`src/rtl/sram_adapter_pkg.sv`:
```
// ----------------------------------------------------------------------------
// sram_adapter_pkg
//   Shared types for the val/rdy to single-port SRAM adapter.
//   - req_type_t  : request/response kind (READ / WRITE)
//   - resp_hdr_t  : response header {type, opaque tag}; the data field width
//                   depends on the SRAM word width, so the full entry struct
//                   is declared inside the adapter using this header.
//   - OPQ_W       : opaque tag width
// ----------------------------------------------------------------------------
package sram_adapter_pkg;

    localparam int OPQ_W = 8;

    typedef enum logic {
        READ  = 1'b0,
        WRITE = 1'b1
    } req_type_t;

    typedef struct packed {
        req_type_t          rtype;
        logic [OPQ_W-1:0]   opq;
    } resp_hdr_t;

    // True when one more entry may be admitted without exceeding depth.
    function automatic logic credit_ok(input int unsigned used, input int unsigned depth);
        return (used < depth);
    endfunction

endpackage

```
`src/rtl/sram_resp_queue.sv`:
```
// ----------------------------------------------------------------------------
// sram_resp_queue
//   Plain DEPTH-entry FIFO (no bypass) holding SRAM responses.
//   Ports:
//     clk, rst_n        clock, asynchronous active-low reset
//     enq_val/enq_rdy   enqueue handshake, enq_data payload
//     deq_val/deq_rdy   dequeue handshake, deq_data payload (head entry)
//     occ               current number of stored entries
//   Pointers wrap modulo DEPTH, so DEPTH need not be a power of two.
// ----------------------------------------------------------------------------
module sram_resp_queue #(
    parameter  int DEPTH = 3,
    parameter  int W     = 8,
    localparam int PW    = (DEPTH > 1) ? $clog2(DEPTH) : 1,
    localparam int CW    = $clog2(DEPTH + 1)
) (
    input  logic          clk,
    input  logic          rst_n,
    input  logic          enq_val,
    output logic          enq_rdy,
    input  logic [W-1:0]  enq_data,
    output logic          deq_val,
    input  logic          deq_rdy,
    output logic [W-1:0]  deq_data,
    output logic [CW-1:0] occ
);

    logic [W-1:0]  mem_q [DEPTH];
    logic [PW-1:0] wr_ptr_q, wr_ptr_d;
    logic [PW-1:0] rd_ptr_q, rd_ptr_d;
    logic [CW-1:0] occ_q, occ_d;
    logic          enq_fire_s;
    logic          deq_fire_s;

    // Handshake and head-of-queue outputs from registered state.
    always_comb begin
        enq_rdy    = (occ_q != CW'(DEPTH));
        deq_val    = (occ_q != {CW{1'b0}});
        deq_data   = mem_q[rd_ptr_q];
        occ        = occ_q;
        enq_fire_s = enq_val & enq_rdy;
        deq_fire_s = deq_val & deq_rdy;
    end

    // Next pointer / occupancy; simultaneous enq+deq keeps occ unchanged.
    always_comb begin
        wr_ptr_d = wr_ptr_q;
        rd_ptr_d = rd_ptr_q;
        occ_d    = occ_q;
        if (enq_fire_s) begin
            wr_ptr_d = (wr_ptr_q == PW'(DEPTH - 1)) ? {PW{1'b0}} : wr_ptr_q + {{(PW-1){1'b0}}, 1'b1};
        end else begin
            wr_ptr_d = wr_ptr_q;
        end
        if (deq_fire_s) begin
            rd_ptr_d = (rd_ptr_q == PW'(DEPTH - 1)) ? {PW{1'b0}} : rd_ptr_q + {{(PW-1){1'b0}}, 1'b1};
        end else begin
            rd_ptr_d = rd_ptr_q;
        end
        case ({enq_fire_s, deq_fire_s})
            2'b10:   occ_d = occ_q + {{(CW-1){1'b0}}, 1'b1};
            2'b01:   occ_d = occ_q - {{(CW-1){1'b0}}, 1'b1};
            default: occ_d = occ_q;
        endcase
    end

    // Pointer and occupancy registers; reset flushes the queue.
    always_ff @(posedge clk or negedge rst_n) begin
        if (!rst_n) begin
            wr_ptr_q <= {PW{1'b0}};
            rd_ptr_q <= {PW{1'b0}};
            occ_q    <= {CW{1'b0}};
        end else begin
            wr_ptr_q <= wr_ptr_d;
            rd_ptr_q <= rd_ptr_d;
            occ_q    <= occ_d;
        end
    end

    // Entry storage; contents are meaningless while occ is zero, so no reset.
    always_ff @(posedge clk) begin
        if (enq_fire_s) begin
            mem_q[wr_ptr_q] <= enq_data;
        end
    end

endmodule

```
`src/rtl/sram_valrdy_adapter.sv`:
```
// ----------------------------------------------------------------------------
// sram_valrdy_adapter
//   Converts a val/rdy request stream into single-port SRAM macro pins and
//   returns read data (captured from O1 one cycle after the read) through a
//   response queue exposed as a val/rdy stream.
//   Ports:
//     clk, reset                 clock, asynchronous active-low reset
//     req_val/req_rdy            request handshake
//     req_type/addr/data/wmask/opq  request fields (type 0 = read, 1 = write)
//     resp_val/resp_rdy          response handshake
//     resp_type/opq/data         response fields (data is 0 for write acks)
//     A1 CSB1 WEB1 I1 WBM1 OEB1  SRAM macro inputs (active-low strobes)
//     O1                         SRAM read data
//   Configuration macro:
//     SRAM_WRITE_ACK_EN  when defined, writes also return an ack response
//                        and consume a queue credit; otherwise writes are
//                        fire-and-forget.
//   Admission is credit based: req_rdy is asserted only when the queue has
//   room for every response already in flight, so responses are never lost.
// ----------------------------------------------------------------------------
module sram_valrdy_adapter
    import sram_adapter_pkg::*;
#(
    parameter int num_bits   = 128,
    parameter int num_words  = 256,
    parameter int RESP_DEPTH = 3
) (
    input  logic                          clk,
    input  logic                          reset,
    input  logic                          req_val,
    output logic                          req_rdy,
    input  logic                          req_type,
    input  logic [$clog2(num_words)-1:0]  req_addr,
    input  logic [num_bits-1:0]           req_data,
    input  logic [num_bits/8-1:0]         req_wmask,
    input  logic [OPQ_W-1:0]              req_opq,
    output logic                          resp_val,
    input  logic                          resp_rdy,
    output logic                          resp_type,
    output logic [OPQ_W-1:0]              resp_opq,
    output logic [num_bits-1:0]           resp_data,
    output logic [$clog2(num_words)-1:0]  A1,
    output logic                          CSB1,
    output logic                          WEB1,
    output logic [num_bits-1:0]           I1,
    output logic [num_bits-1:0]           WBM1,
    output logic                          OEB1,
    input  logic [num_bits-1:0]           O1
);

    localparam int NB = num_bits / 8;
    localparam int CW = $clog2(RESP_DEPTH + 1);

    typedef struct packed {
        resp_hdr_t           hdr;
        logic [num_bits-1:0] data;
    } resp_entry_t;

    localparam int EW = $bits(resp_entry_t);

    logic             req_fire_s;
    logic             wr_fire_s;
    logic             s1_val_q, s1_val_d;
    req_type_t        s1_type_q, s1_type_d;
    logic [OPQ_W-1:0] s1_opq_q, s1_opq_d;
    logic             s1_enq_s;
    logic             q_enq_val_s;
    logic             q_enq_rdy_s;
    resp_entry_t      q_enq_data_s;
    logic [EW-1:0]    q_deq_data_s;
    resp_entry_t      q_head_s;
    logic [CW-1:0]    q_occ_s;
    logic [CW:0]      used_s;

    // Credit check: queued entries plus the one about to be enqueued from stage 1.
    always_comb begin
        used_s     = {1'b0, q_occ_s} + {{CW{1'b0}}, s1_enq_s};
        req_rdy    = reset & credit_ok(int'(used_s), RESP_DEPTH);
        req_fire_s = req_val & req_rdy;
        wr_fire_s  = req_fire_s & req_type;
    end

    // SRAM pins driven straight from the request, gated by the fire.
    always_comb begin
        CSB1 = ~req_fire_s;
        WEB1 = ~wr_fire_s;
        A1   = req_addr;
        I1   = req_data;
        WBM1 = {num_bits{1'b0}};
        for (int j = 0; j < NB; j++) begin
            WBM1[8*j +: 8] = {8{req_wmask[j] & wr_fire_s}};
        end
        OEB1 = ~(s1_val_q & (s1_type_q == READ));
    end

    // Stage-1 next state: remember what was issued to the SRAM this cycle.
    always_comb begin
        s1_val_d  = req_fire_s;
        s1_type_d = s1_type_q;
        s1_opq_d  = s1_opq_q;
        if (req_fire_s) begin
            s1_type_d = req_type_t'(req_type);
            s1_opq_d  = req_opq;
        end else begin
            s1_type_d = s1_type_q;
            s1_opq_d  = s1_opq_q;
        end
    end

    // Stage-1 registers; reset drops any request in flight.
    always_ff @(posedge clk or negedge reset) begin
        if (!reset) begin
            s1_val_q  <= 1'b0;
            s1_type_q <= READ;
            s1_opq_q  <= {OPQ_W{1'b0}};
        end else begin
            s1_val_q  <= s1_val_d;
            s1_type_q <= s1_type_d;
            s1_opq_q  <= s1_opq_d;
        end
    end

    // Which stage-1 operations produce a response entry.
    always_comb begin
`ifdef SRAM_WRITE_ACK_EN
        s1_enq_s = s1_val_q;
`else
        s1_enq_s = s1_val_q & (s1_type_q == READ);
`endif
    end

    // Build the queue entry; O1 is valid in the cycle after the read fire.
    always_comb begin
        q_enq_data_s.hdr.rtype = s1_type_q;
        q_enq_data_s.hdr.opq   = s1_opq_q;
        q_enq_data_s.data      = (s1_type_q == READ) ? O1 : {num_bits{1'b0}};
        // Credits guarantee q_enq_rdy_s here; the gate keeps the FIFO safe regardless.
        q_enq_val_s            = s1_enq_s & q_enq_rdy_s;
    end

    sram_resp_queue #(
        .DEPTH (RESP_DEPTH),
        .W     (EW)
    ) u_resp_queue (
        .clk      (clk),
        .rst_n    (reset),
        .enq_val  (q_enq_val_s),
        .enq_rdy  (q_enq_rdy_s),
        .enq_data (q_enq_data_s),
        .deq_val  (resp_val),
        .deq_rdy  (resp_rdy),
        .deq_data (q_deq_data_s),
        .occ      (q_occ_s)
    );

    // Unpack the queue head onto the response port.
    always_comb begin
        q_head_s  = resp_entry_t'(q_deq_data_s);
        resp_type = q_head_s.hdr.rtype;
        resp_opq  = q_head_s.hdr.opq;
        resp_data = q_head_s.data;
    end

endmodule

```
`config.mk`:
```
export PLATFORM = sky130hd
export DESIGN_NAME = sram_valrdy_adapter
export DESIGN_NICKNAME = d
export VERILOG_FILES = /design/src/rtl/sram_adapter_pkg.sv /design/src/rtl/sram_resp_queue.sv /design/src/rtl/sram_valrdy_adapter.sv
export SDC_FILE = /design/constraint.sdc
export NUM_CORES = 1
export LEC_CHECK = 0
export CAP_MARGIN = 20
export CORE_AREA = 2 2 270 272
export DETAILED_ROUTE_END_ITERATION = 12
export DIE_AREA = 0 0 272 274
export DONT_BUFFER_PORTS = 1
export PLACE_DENSITY_LB_ADDON = 0.15
export SKIP_LAST_GASP = 1
export SYNTH_ARGS = -nofsm -noshare
export SYNTH_HDL_FRONTEND = slang
export SYNTH_SLANG_ARGS = --single-unit
```
`constraint.sdc`:
```
create_clock -name clk -period 11.95 [get_ports clk]
set_clock_uncertainty 0.05 [all_clocks]
set_input_delay 2.9875 -clock clk [delete_from_list [all_inputs] [get_ports clk]]
set_output_delay 2.9875 -clock clk [all_outputs]
set_load 0.005 [all_outputs]
```
# --- Word-level counts from Yosys, hierarchy flattened ---
# Memory sizes are Yosys's and may differ from the RTL's.
# Cells that the tools add are included.
totals:
  reg_bits: 16
  ram_bits: 411
  mem_count: 1
  inputBits: 293
memory_table:
  columns: ["memory", "depth", "word_bits", "read_ports", "rd_clocked_by_memory_dff", "write_ports", "line", "source"]
  rows:
  - ["u_resp_queue.mem_q", 3, 137, 1, 0, 1, "sram_resp_queue.sv:28", "logic [W-1:0] mem_q [DEPTH];"]
op_classes:
  bitwise: 27
  n_eq_ne: 5
  magnitude_cmp: 1
  n_mux: 6
  addsub: 5
  n_reduce_logical: 2
op_table:
  columns: ["cell", "n"]
  rows:
  - ["$mux 128", 1]
  - ["$and 1x1->1", 23]
  - ["$add 2x1->2 const B", 3]
  - ["$eq 2x2->1 const B", 3]
  - ["$mux 2", 2]
  - ["$not 1->1", 4]
  - ["$pmux 2 s2", 1]
  - ["$reduce_bool 2->1", 2]
  - ["$add 2x1->3", 1]
  - ["$lt 3x2->1 const B", 1]
  - ["$eq 2x1->1 const B", 1]
  - ["$mux 1", 2]
  - ["$ne 2x2->1 const B", 1]
  - ["$sub 2x1->2 const B", 1]

# --- Logic depth before layout (Yosys ltp) ---
# Gate-level depths: netlist (run 1).
depth:
  ltp_word: 8
  ltp_mapped: 10

# --- Modules after synthesis ---
# A second synthesis (run 1) with hierarchy kept.
hier_totals:
  hier_cells: 1334
  hier_area_um2: 18811.8
by_module_without_submodules:
  columns: ["mod", "cells_per_inst", "area_each_um2", "instances", "seq_area_each_um2"]
  rows:
  - ["sram_resp_queue", 895, 15501.1, 1, 12492.0]
  - ["sram_valrdy_adapter", 439, 3310.7, 1, 250.2]

# --- Least setup slack after synthesis (run 1) ---
# OpenSTA, ideal clock, no wires.
synth_timing:
  kind: "reg2reg"
  startpoint: "register s1_type_q"
  endpoint: "memory u_resp_queue.mem_q[2][0] (netlist name), enable pin"
  stages_incl_launch_ff: 4
  slack_ns: 0.298
  arrival_ns: 10.773
  n_path_buf: 0
  required_time_ns: 11.070
  cell_sequence: "dfrtp_1 > nand2b_1 > a21o_1 > nor3b_1"
synth_via:
  elab_chain_cells: 6
synth_lines:
  columns: ["element", "line", "source"]
  rows:
  - ["from (decl)", "sram_valrdy_adapter.sv:64", "req_type_t s1_type_q, s1_type_d;"]
  - ["from (signal assigned)", "sram_valrdy_adapter.sv:118", "s1_type_q <= s1_type_d;"]
  - ["$not 1->1", null, null]
  - ["$and 1x1->1", "sram_valrdy_adapter.sv:128", "s1_enq_s = s1_val_q & (s1_type_q == READ);"]
  - ["$and 1x1->1", "sram_valrdy_adapter.sv:138", "q_enq_val_s = s1_enq_s & q_enq_rdy_s;"]
  - ["$and 1x1->1", "sram_resp_queue.sv:41", "enq_fire_s = enq_val & enq_rdy;"]
  - ["$mux 1", "sram_resp_queue.sv:82", "if (enq_fire_s) begin"]
  - ["$mux 1 (implied by the code)", "sram_resp_queue.sv:83", "mem_q[wr_ptr_q] <= enq_data;"]
  - ["to (decl)", "sram_resp_queue.sv:28", null]
# No other way between the ends.

# --- Worst setup path in the final report (run 1) ---
layout_timing:
  startpoint: "input req_val"
  endpoint: "output WBM1[77]"
layout_via:
  elab_chain_cells: 3
layout_lines:
  columns: ["element", "line", "source"]
  rows:
  - ["from (decl)", "sram_valrdy_adapter.sv:30", "input logic req_val,"]
  - ["$and 1x1->1", "sram_valrdy_adapter.sv:79", "req_fire_s = req_val & req_rdy;"]
  - ["$and 1x1->1", "sram_valrdy_adapter.sv:80", "wr_fire_s = req_fire_s & req_type;"]
  - ["$and 1x1->1", "sram_valrdy_adapter.sv:91", "WBM1[8*j +: 8] = {8{req_wmask[j] & wr_fire_s}};"]
  - ["to (decl)", "sram_valrdy_adapter.sv:46", "output logic [num_bits-1:0] WBM1,"]
# No other way between the ends.

==> results.md, run 1 <==
* Outcome: finished, final reports clean
* Routed Antenna Nets at 0
* Max stage delay cell, worst path: and3_1
* Resize count post-CTS at 0
* Worst path cell trace: and4b_1 > buf_4 > and3_1
* Multiplexer share of the synthesized area at slightly below 8%
* Yosys top cell area share at between 60% and 70%
* Post-Syn Instances at 1332
* Routed WL per cell at 22.3 um
* Gr usage total at 12.0%
* Starting Density at between 20% and 30%
* Crit path kind: primary input to output port
* Multi-input logic area at ~3800 um2
* RSZ-0062 raised after global routing: false
* Number of max-cap violations at 0
* Fin worst setup slack at 4690 ps
* Clock Pin Slew Worst Setup and Hold Paths at 60 ps
* Pwr Density at ~230 nW/um2
* IO Pins at between 600 and 700
* Hold Fails Final Rpt at 0
* Vias in the first global route at around 8800
* Bufs on Longest Clock Path at 3
* Layout cells sized above 1 at under 10%
* Residual DRC at 0
* GRT overflow at 0
* Slew @ Worst Pin at between 900 and 1000 ps
* Placed cells at between 1500 and 2000
* DR iter-0 viols at around 470
* First-pass GRT wire length at around 65 mm
* P_leak at approximately 0.0063 uW
* RePlAce Congestion at approximately 0.7
* Tcrit/Tclk final at 60.7%
* VDD IR-drop max at between 0.1 and 0.15 mV
* Worst-path maximum fanout at 28
* Syn avg cell area at between 10 and 15 um2
* Final nets at around 1400
* YS warnings at 0
* Total setup buffers inserted after CTS at 0
* Critical path required time at approximately 9000 ps
* Largest family of logic cells by synthesized area: buffers and inverters
* Maximum number of pins on one net before global-route repair at between 100 and 150
* Synthesized flop and latch total at 427
* Area Growth Syn to Fin at 3.57%
* CTS sink cnt at 427
* Via-per-instance ratio at 4.17
* Synth Area in Compound Gates at slightly above 4%
* Final wirelength at 46.7 mm
* Clk root buf: clkbuf_16
* Filler instances at ~7300
* Netlist cell types at 29
* RR Startpoint: s1_type_q
* Final Instance Count excl. Fillers at approximately 2100
* Setup_tns at 0 ps
* Max Clk Rate at approximately 140 MHz
* Area contributors post-synth: edfxtp_1, buf_4, mux2i_1
* Synth Flop Type: edfxtp_1
* Die Footprint at between 70000 and 80000 um2
* H-tree Lvls at 2
* Crit path largest cell delay at approximately 730 ps
* Post-Synth Adder-Cell Area at 0.200%
* Post-synth ARST share at 3.75%
* Synth Cell Area at around 19000 um2
* HP Class: flip-flop to flip-flop
* CP Launch Point: req_val
* Cts hold-fix bufs at 0
* # rows at 99
* PortBufs at 0
* Setup-failing EPs final at 0
* Routed via count at just under 9000
* CTS buffer count at 49
* Register area share after synthesis at between 60 and 70%
* Dpl hpwl at approximately 29 mm
* Flop2flop setup slack at 8580 ps
* CTS tree: done
* Hold Crit Start: s1_opq_q[7]
* Syn nets at approximately 1600
* Sequential cell area at 12800 um2
* Core footprint at between 70000 and 80000 um2
* Slew margin rel. at a little over a third
* Initial DRT Pass Iterations at 4
* Die height at around 270 um
* Crit path time final at roughly 7300 ps
* Die Span X at approximately 270 um
* Post-synth EDFFs at just over 400
* Xor/xnor share of the synthesized area at 0.140%
* Clock Latency Late Sink at 590 ps
* Dpl ws at roughly 4700 ps
* Antenna violations before repair at 15
* Crit. End Element: output port
* Fin. max-slew vios at 0
* Design Power at 4460 uW
* Simple-gate share of the synthesized area at under 10%
* Worst path arrival time at 4220 ps
* Biggest area consumer among synthesized cells: edfxtp_1
* Startpoint Class: primary input
[cell families (layout without fill, tap and decap cells)]
kind of cell / after synthesis / in the layout
DFF: 427 / 427
buffers and inverters: 317 / 112
and+or+nand+nor: 291 / 291
muxes: 146 / 146
AOI/OAI and AO/OA: 145 / 145
adders and majority gates: 3 / 3
xor gates and xnor gates: 3 / 3
other: 0 / 8
[layout make-up]
class                   count  share of cell area, %
diodes                      8                  0.103
clock buffers              62                   6.55
clock inverters            29                   1.27
inverters                   4                 0.0771
multi-input cells         588                   19.6
flip-flops and latches    427                   65.5
well taps                 959                   6.16
repair buffers             17                  0.720
[worst max-delay path, delay by kind of cell]
family	cells	cell delay, ps
simple gates	2	900
buf+inv	1	310
[cell usage after synthesis, types with 2 or more instances]
cell type / n
nor3b_1: 2
mux2_2: 8
nor2b_1: 119
edfxtp_1: 411
ha_1: 3
a21o_1: 5
and3_1: 16
dfrtp_1: 16
a2111oi_2: 2
buf_2: 20
and2b_1: 9
buf_6: 12
xnor2_1: 2
nand2_1: 139
clkbuf_1: 27
mux2i_1: 137
inv_1: 4
buf_4: 253
o21ai_0: 137
[report_power, final]
group	internal [uW]	switching [uW]
clock	821	601
sequential	1910	124
combinational	301	703
[routing by layer]
metal | up-vias | wire, um | track usage (%) | share of wire, %
met3 | 185 | 4410 | 4.94 | 9.4
li1 | 3995 | - | - | -
met1 | 4109 | 17100 | 12.7 | 37
met5 | - | 140 | 1.09 | 0.30
met2 | 423 | 22400 | 19.9 | 48
met4 | 10 | 2650 | 7.03 | 5.7
[registers in the layout (all words and copies together), names as in the netlist]
signal                 flops
u_resp_queue.mem_q       411
s1_opq_q                   8
u_resp_queue.occ           2
u_resp_queue.rd_ptr_q      2
u_resp_queue.wr_ptr_q      2
s1_type_q                  1
s1_val_q                   1
[cells in the final DEF, fill, tap and decap left out, drive strengths merged]
cell	netlist	final
nand2b	1	1
nor3b	2	2
bufinv	0	3
nor3	1	1
o21ai	138	138
and3	16	16
buf	286	17
mux2i	137	137
or2	1	1
and4b	1	1
a2111oi	2	2
xnor2	2	2
a21o	5	5
inv	4	5
nor2b	119	119
and2b	9	9
clkinv	0	23
clkbuf	27	62
diode	0	8
dfrtp	16	16
clkinvlp	0	2
mux2	9	9
edfxtp	411	411
ha	3	3
and3b	1	1
xor2	1	1
nor2	1	1
nand2	139	139
[worst paths after layout]
kind | to | cells past startpoint
setup / recovery | WBM1[77] | 3
hold / removal | u_resp_queue.mem_q[0][135] | 0
setup reg to reg | u_resp_queue.mem_q[0][29] | 4
hold reg to reg | u_resp_queue.mem_q[0][135] | 0
max in group asynchronous | s1_type_q | 0
min in group asynchronous | s1_val_q | 0
[stage by stage]
step	hold WS (ps)	utilization, %	cell area, um2
after global placement	427	24.9	17900
final	447	27.1	19500
after CTS	445	27.0	19400
after floorplan	405	-	18800
after global routing	462	27.0	19500
after detailed placement	431	24.9	17900
Power figures use the tool's default switching activity.
==> run 2: changes to the inputs <==
--- a/config.mk
+++ b/config.mk
@@ -6,9 +6,9 @@
 export NUM_CORES = 1
 export LEC_CHECK = 0
 export CAP_MARGIN = 20
-export CORE_AREA = 2 2 270 272
+export CORE_AREA = 2 2 271 273
 export DETAILED_ROUTE_END_ITERATION = 12
-export DIE_AREA = 0 0 272 274
+export DIE_AREA = 0 0 273 275
 export DONT_BUFFER_PORTS = 1
 export PLACE_DENSITY_LB_ADDON = 0.15
 export SKIP_LAST_GASP = 1
==> constraint.sdc (replaced) <==
create_clock -name clk -period 7.47 [get_ports clk]
set_clock_uncertainty 0.05 [all_clocks]
set_input_delay 1.8675 -clock clk [delete_from_list [all_inputs] [get_ports clk]]
set_output_delay 1.8675 -clock clk [all_outputs]
set_load 0.005 [all_outputs]
==> results.md, run 2 (same netlist as run 1, synthesis figures left out) <==
* CTS tree: done
* Max reg flops at 411 (unchanged)
* Bufs on Longest Clock Path at 3 (unchanged)
* Worst-path maximum fanout at 47 (+68%)
* Number of max-cap violations at 0 (unchanged)
* Outcome: finished, final reports clean
* Final nets at 1378 (-0.36%)
* IO Pins at 699 (unchanged)
* RSZ-0062 raised after global routing: false
* Core footprint at 72300 um2 (+0.52%)
* Crit path time final at between 6000 and 7000 ps
* Critical path required time at 5550 ps (-3360 ps)
* Commonest cells after routing, fill and taps aside: edfxtp_1, nand2_1, mux2i_1, o21ai_0, nor2b_1
* Routed Antenna Nets at 0 (unchanged)
* Global Route met1 Usage at 12.6% (-0.15 points)
* Clock Pin Slew Worst Setup and Hold Paths at 60 ps (about the same)
* RePlAce Congestion at 0.696 (-0.81%)
* Max stage delay cell, worst path: and4b_1
* Total setup buffers inserted after CTS at 0 (unchanged)
* Sequential share of power at 44.9% (-0.7 points)
* Routed via count at 8692 (-0.34%)
* Die height at 275 um (+0.36%)
* Crit-path leading delay family: simple AND/OR/NAND/NOR gates
* Via-per-instance ratio at 4.17 (about the same)
* Die Footprint at 75100 um2 (+0.73%)
* Met3 usage at 3.77% (-1.2 points)
* Setup-failing EPs final at 0 (unchanged)
* Tcrit/Tclk final at around 80%
* Clk root buf: clkbuf_16
* Residual DRC at 0 (unchanged)
* Part of the power in the clock network at 31.7% (-0.2 points)
* Post-Route Utilization at 27.0% (-0.091 points)
* GRT overflow at 0 (unchanged)
* Post-DP Area at 17900 um2 (+0.13%)
* First-pass GRT wire length at 65.8 mm (+1.6%)
* Crit. End Element: output port
* RR Startpoint: s1_type_q
* Starting Density at 26.0% (-0.13 points)
* Dpl hpwl at 29.9 mm (+3.6%)
* Maximum number of pins on one net before global-route repair at 139 (+0.72%)
* HP Class: flip-flop to flip-flop
* Crit path kind: flip-flop to output port
* Max Clk Rate at 166 MHz
* H-tree Lvls at 2 (unchanged)
* Placed cells at 1989 (-0.30%)
* Crit path largest cell delay at 870 ps (+140 ps)
* CTS buffer count at 50 (+2.0%)
* Final Instance Count excl. Fillers at 2085 (-0.43%)
* Buf/Inv on CP at 1 (unchanged)
* Net switching power figure at 2330 uW (+63%)
* Die Span X at 273 um (+0.37%)
* # rows at 99 (unchanged)
* Finished Cell Area at 19500 um2 (+0.18%)
* Antenna violations before repair at 13 (-2)
* Biggest regs: u_resp_queue.mem_q: 411 flops, s1_opq_q: 8 flops
* Gr usage total at 12.2% (+0.26 points)
* Met2 Track Usage GR at 22.2% (+2.3 points)
* Slew @ Worst Pin at 1000 ps (+36.2 ps)
* Worst path cell trace: nand2b_1 > inv_1 > ha_1 > ha_1 > nand2_1 > and4b_1 > and3_1
* Routed WL per cell at 23.0 um (+3.2%)
* P_leak at 0.00635 uW (+0.17%)
* Worst path arrival time at 4090 ps (-130 ps)
* Resize count post-CTS at 0 (unchanged)
* Hold Fails Final Rpt at 0 (unchanged)
* Startpoint Class: flip-flop
* Initial DRT Pass Iterations at 4 (unchanged)
* CTS sink cnt at 427 (unchanged)
* DR iter-0 viols at 370 (-21%)
* VDD IR-drop max at 0.238 mV (+68%)
* Layout cells sized above 1 at 8.21% (-0.31 points)
* PortBufs at 0 (unchanged)
* Pint at 4910 uW (+62%)
* Sw Share at 32.2% (+0.18 points)
* Cts hold-fix bufs at 0 (unchanged)
* Commonest non-fill, non-tap cell in the layout: edfxtp_1
* Slew margin rel. at 33.1% (-2.5 points)
* Comb pwr share at 23.4% (+0.9 points)
* Pwr Density at 371 nW/um2 (+62%)
* GRT busiest layer: met2
* Worst hold slack at 447 ps (+0.0590 ps)
* Final wirelength at 48.0 mm (+2.8%)
* Fin. max-slew vios at 0 (unchanged)
* Clock Latency Late Sink at 580 ps (about the same)
* Vias in the first global route at 8811 (-0.14%)
* CP Launch Point: s1_type_q
* Largest reg by FF count: u_resp_queue.mem_q
* Most common cell on crit path: ha_1
* Area Growth Syn to Fin at 3.76%
* Hold Crit Start: s1_opq_q[4]
-- run 2: layout make-up --
class / instances / area (um2)
Clock inverter: 23 / 200
Timing Repair Buffer: 11 / 158
Tap cell: 959 / 1200
Fill cell: 7380 / 52800
Inverter: 4 / 15.0
Sequential cell: 427 / 12800
Multi-Input combinational cell: 588 / 3820
Antenna cell: 5 / 12.5
Clock buffer: 68 / 1340
-- run 2: final timing paths --
kind | end | slack, ps | cells after the start
setup / recovery | WBM1[63] | 1460 | 7
hold / removal | u_resp_queue.mem_q[0][132] | 450 | 0
setup reg to reg | u_resp_queue.mem_q[2][38] | 3950 | 5
hold reg to reg | u_resp_queue.mem_q[0][132] | 450 | 0
max in group asynchronous | s1_type_q | 6350 | 0
min in group asynchronous | s1_opq_q[1] | 930 | 0
-- run 2: metal layers --
metal	vias to the layer above	share of wire (%)
met4	10	5.0
met1	4126	35
li1	3996	-
met5	-	0.17
met3	197	7.4
met2	363	52
-- run 2: power groups by stage --
stage	sequential, uW	combinational (uW)	clock (uW)
5_1_grt	3290	1880	2480
2_1_floorplan	3210	1390	0
4_1_cts	3260	1800	2390
6_report	3250	1690	2300
3_3_place_gp	3310	1790	0
3_5_place_dp	3310	1800	0
-- run 2: per-stage QoR --
stage / TNS [ps] / total power, uW / setup slack, ps
detailed placement: 0 / 5110 / 1960
global route: 0 / 7650 / 1140
finish: 0 / 7250 / 1460
floorplan: -575670 / 4600 / -2090
global placement: 0 / 5090 / 2000
CTS: 0 / 7450 / 1300
==> run 3: changes to the inputs <==
==> constraint.sdc (replaced) <==
create_clock -name clk -period 5.9 [get_ports clk]
set_clock_uncertainty 0.05 [all_clocks]
set_input_delay 1.475 -clock clk [delete_from_list [all_inputs] [get_ports clk]]
set_output_delay 1.475 -clock clk [all_outputs]
set_load 0.005 [all_outputs]
==> results.md, run 3 (same netlist as run 1, synthesis figures left out) <==
* RePlAce Congestion at 0.686 (-1.4%)
* Pwr Density at 466 nW/um2 (+25%)
* Hold Fails Final Rpt at 0 (unchanged)
* Crit path kind: flip-flop to output port
* Slew @ Worst Pin at 1030 ps (+26.1 ps)
* DR iter-0 viols at 434 (+17%)
* CTS tree: done
* Hold Crit Start: s1_opq_q[4]
* Maximum number of pins on one net before global-route repair at 139 (unchanged)
* Commonest non-fill, non-tap cell in the layout: edfxtp_1
* Crit path time final at around 5300 ps
* Residual DRC at 0 (unchanged)
* VDD IR-drop max at 0.278 mV (+17%)
* CTS buffer count at 50 (unchanged)
* Initial DRT Pass Iterations at 4 (unchanged)
* Bufs on Longest Clock Path at 3 (unchanged)
* Clock Pin Slew Worst Setup and Hold Paths at 60 ps (about the same)
* Design Power at 9060 uW (+25%)
* CTS sink cnt at 427 (unchanged)
* Tcrit/Tclk final at between 80 and 90%
* Total setup buffers inserted after CTS at 0 (unchanged)
* Final wirelength at 48.2 mm (+0.37%)
* Clk root buf: clkbuf_16
* Routed via count at 8734 (+0.48%)
* CP Launch Point: s1_type_q
* Buf/Inv on CP at 1 (unchanged)
* Crit. End Element: output port
* Dpl ws at 1160 ps (-792 ps)
* Clock Latency Late Sink at 580 ps (about the same)
* Fin worst setup slack at 606 ps (-857 ps)
* P_leak at 0.00633 uW (-0.37%)
* Resize count post-CTS at 0 (unchanged)
* Layout cells sized above 1 at 8.39% (+0.18 points)
* # rows at 99 (unchanged)
* Worst-path maximum fanout at 28 (-40%)
* Most common cell on crit path: ha_1
* Core footprint at 72300 um2 (unchanged)
* Setup-failing EPs final at 0 (unchanged)
* Finished Cell Area at 19500 um2 (-0.26%)
* Area Growth Syn to Fin at 3.49%
* IO Pins at 699 (unchanged)
* Largest reg by FF count: u_resp_queue.mem_q
* Routed Antenna Nets at 0 (unchanged)
* H-tree Lvls at 2 (unchanged)
* Cts hold-fix bufs at 0 (unchanged)
* Crit-path leading delay family: simple AND/OR/NAND/NOR gates
* Worst path arrival time at 3770 ps (-320 ps)
* Max Clk Rate at about 190 MHz
* Final nets at 1379 (+0.073%)
* Dpl hpwl at 29.7 mm (-0.64%)
* Via-per-instance ratio at 4.19 (+0.48%)
* Critical path required time at 4380 ps (-1170 ps)
* Max reg flops at 411 (unchanged)
* Antenna violations before repair at 16 (+3)
* Slew margin rel. at 31.3% (-1.7 points)
* Startpoint Class: flip-flop
* RSZ-0062 raised after global routing: false
* HP Class: flip-flop to flip-flop
* Routed WL per cell at 23.1 um (+0.37%)
* Fin. max-slew vios at 0 (unchanged)
* Die Footprint at 75100 um2 (unchanged)
* Die Span X at 273 um (unchanged)
* First-pass GRT wire length at 65.7 mm (-0.18%)
* Biggest regs: u_resp_queue.mem_q: 411 flops, s1_opq_q: 8 flops
* PortBufs at 0 (unchanged)
* Die height at 275 um (unchanged)
* Worst path cell trace: nand2b_1 > inv_1 > ha_1 > ha_1 > nand2_1 > and4b_1 > and3_1
* Post-DP Area at 18000 um2 (+0.11%)
* Max stage delay cell, worst path: and4b_1
* Crit path largest cell delay at 890 ps (+20 ps)
* Starting Density at 26.0% (unchanged)
* Outcome: finished, final reports clean
* GRT overflow at 0 (unchanged)
* Vias in the first global route at 8642 (-1.9%)
* Gr usage total at 12.2% (about the same)
* RR Startpoint: s1_type_q
* Commonest cells after routing, fill and taps aside: edfxtp_1, nand2_1, mux2i_1, o21ai_0, nor2b_1
* Number of max-cap violations at 0 (unchanged)
-- run 3: final cells by class --
class,instances,area [um2]
antenna,5,12.5
clock buffer,62,1320
clock inverter,28,154
fill,7379,52900
inverter,4,15.0
multi-input combinational,588,3820
sequential,427,12800
tap,959,1200
timing repair buffer,12,178
-- run 3: per-layer routing --
metal	wire (um)	part of all wire, %	up-vias	track usage (%)
li1	-	-	3999	-
met1	17000	35	4171	12.6
met2	25500	53	374	22.4
met3	3480	7.2	182	3.75
met4	2240	4.6	8	6.08
met5	54	0.11	-	0
-- run 3: final timing paths --
check                      depth (start not counted)                          to  slack (ps)
setup / recovery                                   7                    WBM1[47]         610
hold / removal                                     0  u_resp_queue.mem_q[1][132]         450
setup reg to reg                                   7                 s1_opq_q[5]        2810
hold reg to reg                                    0  u_resp_queue.mem_q[1][132]         450
max in group asynchronous                          0                 s1_opq_q[7]        5180
min in group asynchronous                          0                 s1_opq_q[0]         530
-- run 3: power by group --
group	total, uW	switching (uW)	internal (uW)
clock network	2780	1210	1580
registers	4120	248	3880
logic	2150	1520	632
-- run 3: through the flow --
step                      hold slack [ps]  cells  util [%]  TNS (ps)
final                                 450   2085      26.9         0
after global routing                  467   2084      26.9         0
after CTS                             454   2080      26.9         0
after detailed placement              441   1990      24.8         0
after global placement                430   1990      24.8         0
after floorplan                       405   1332         -  -1131400
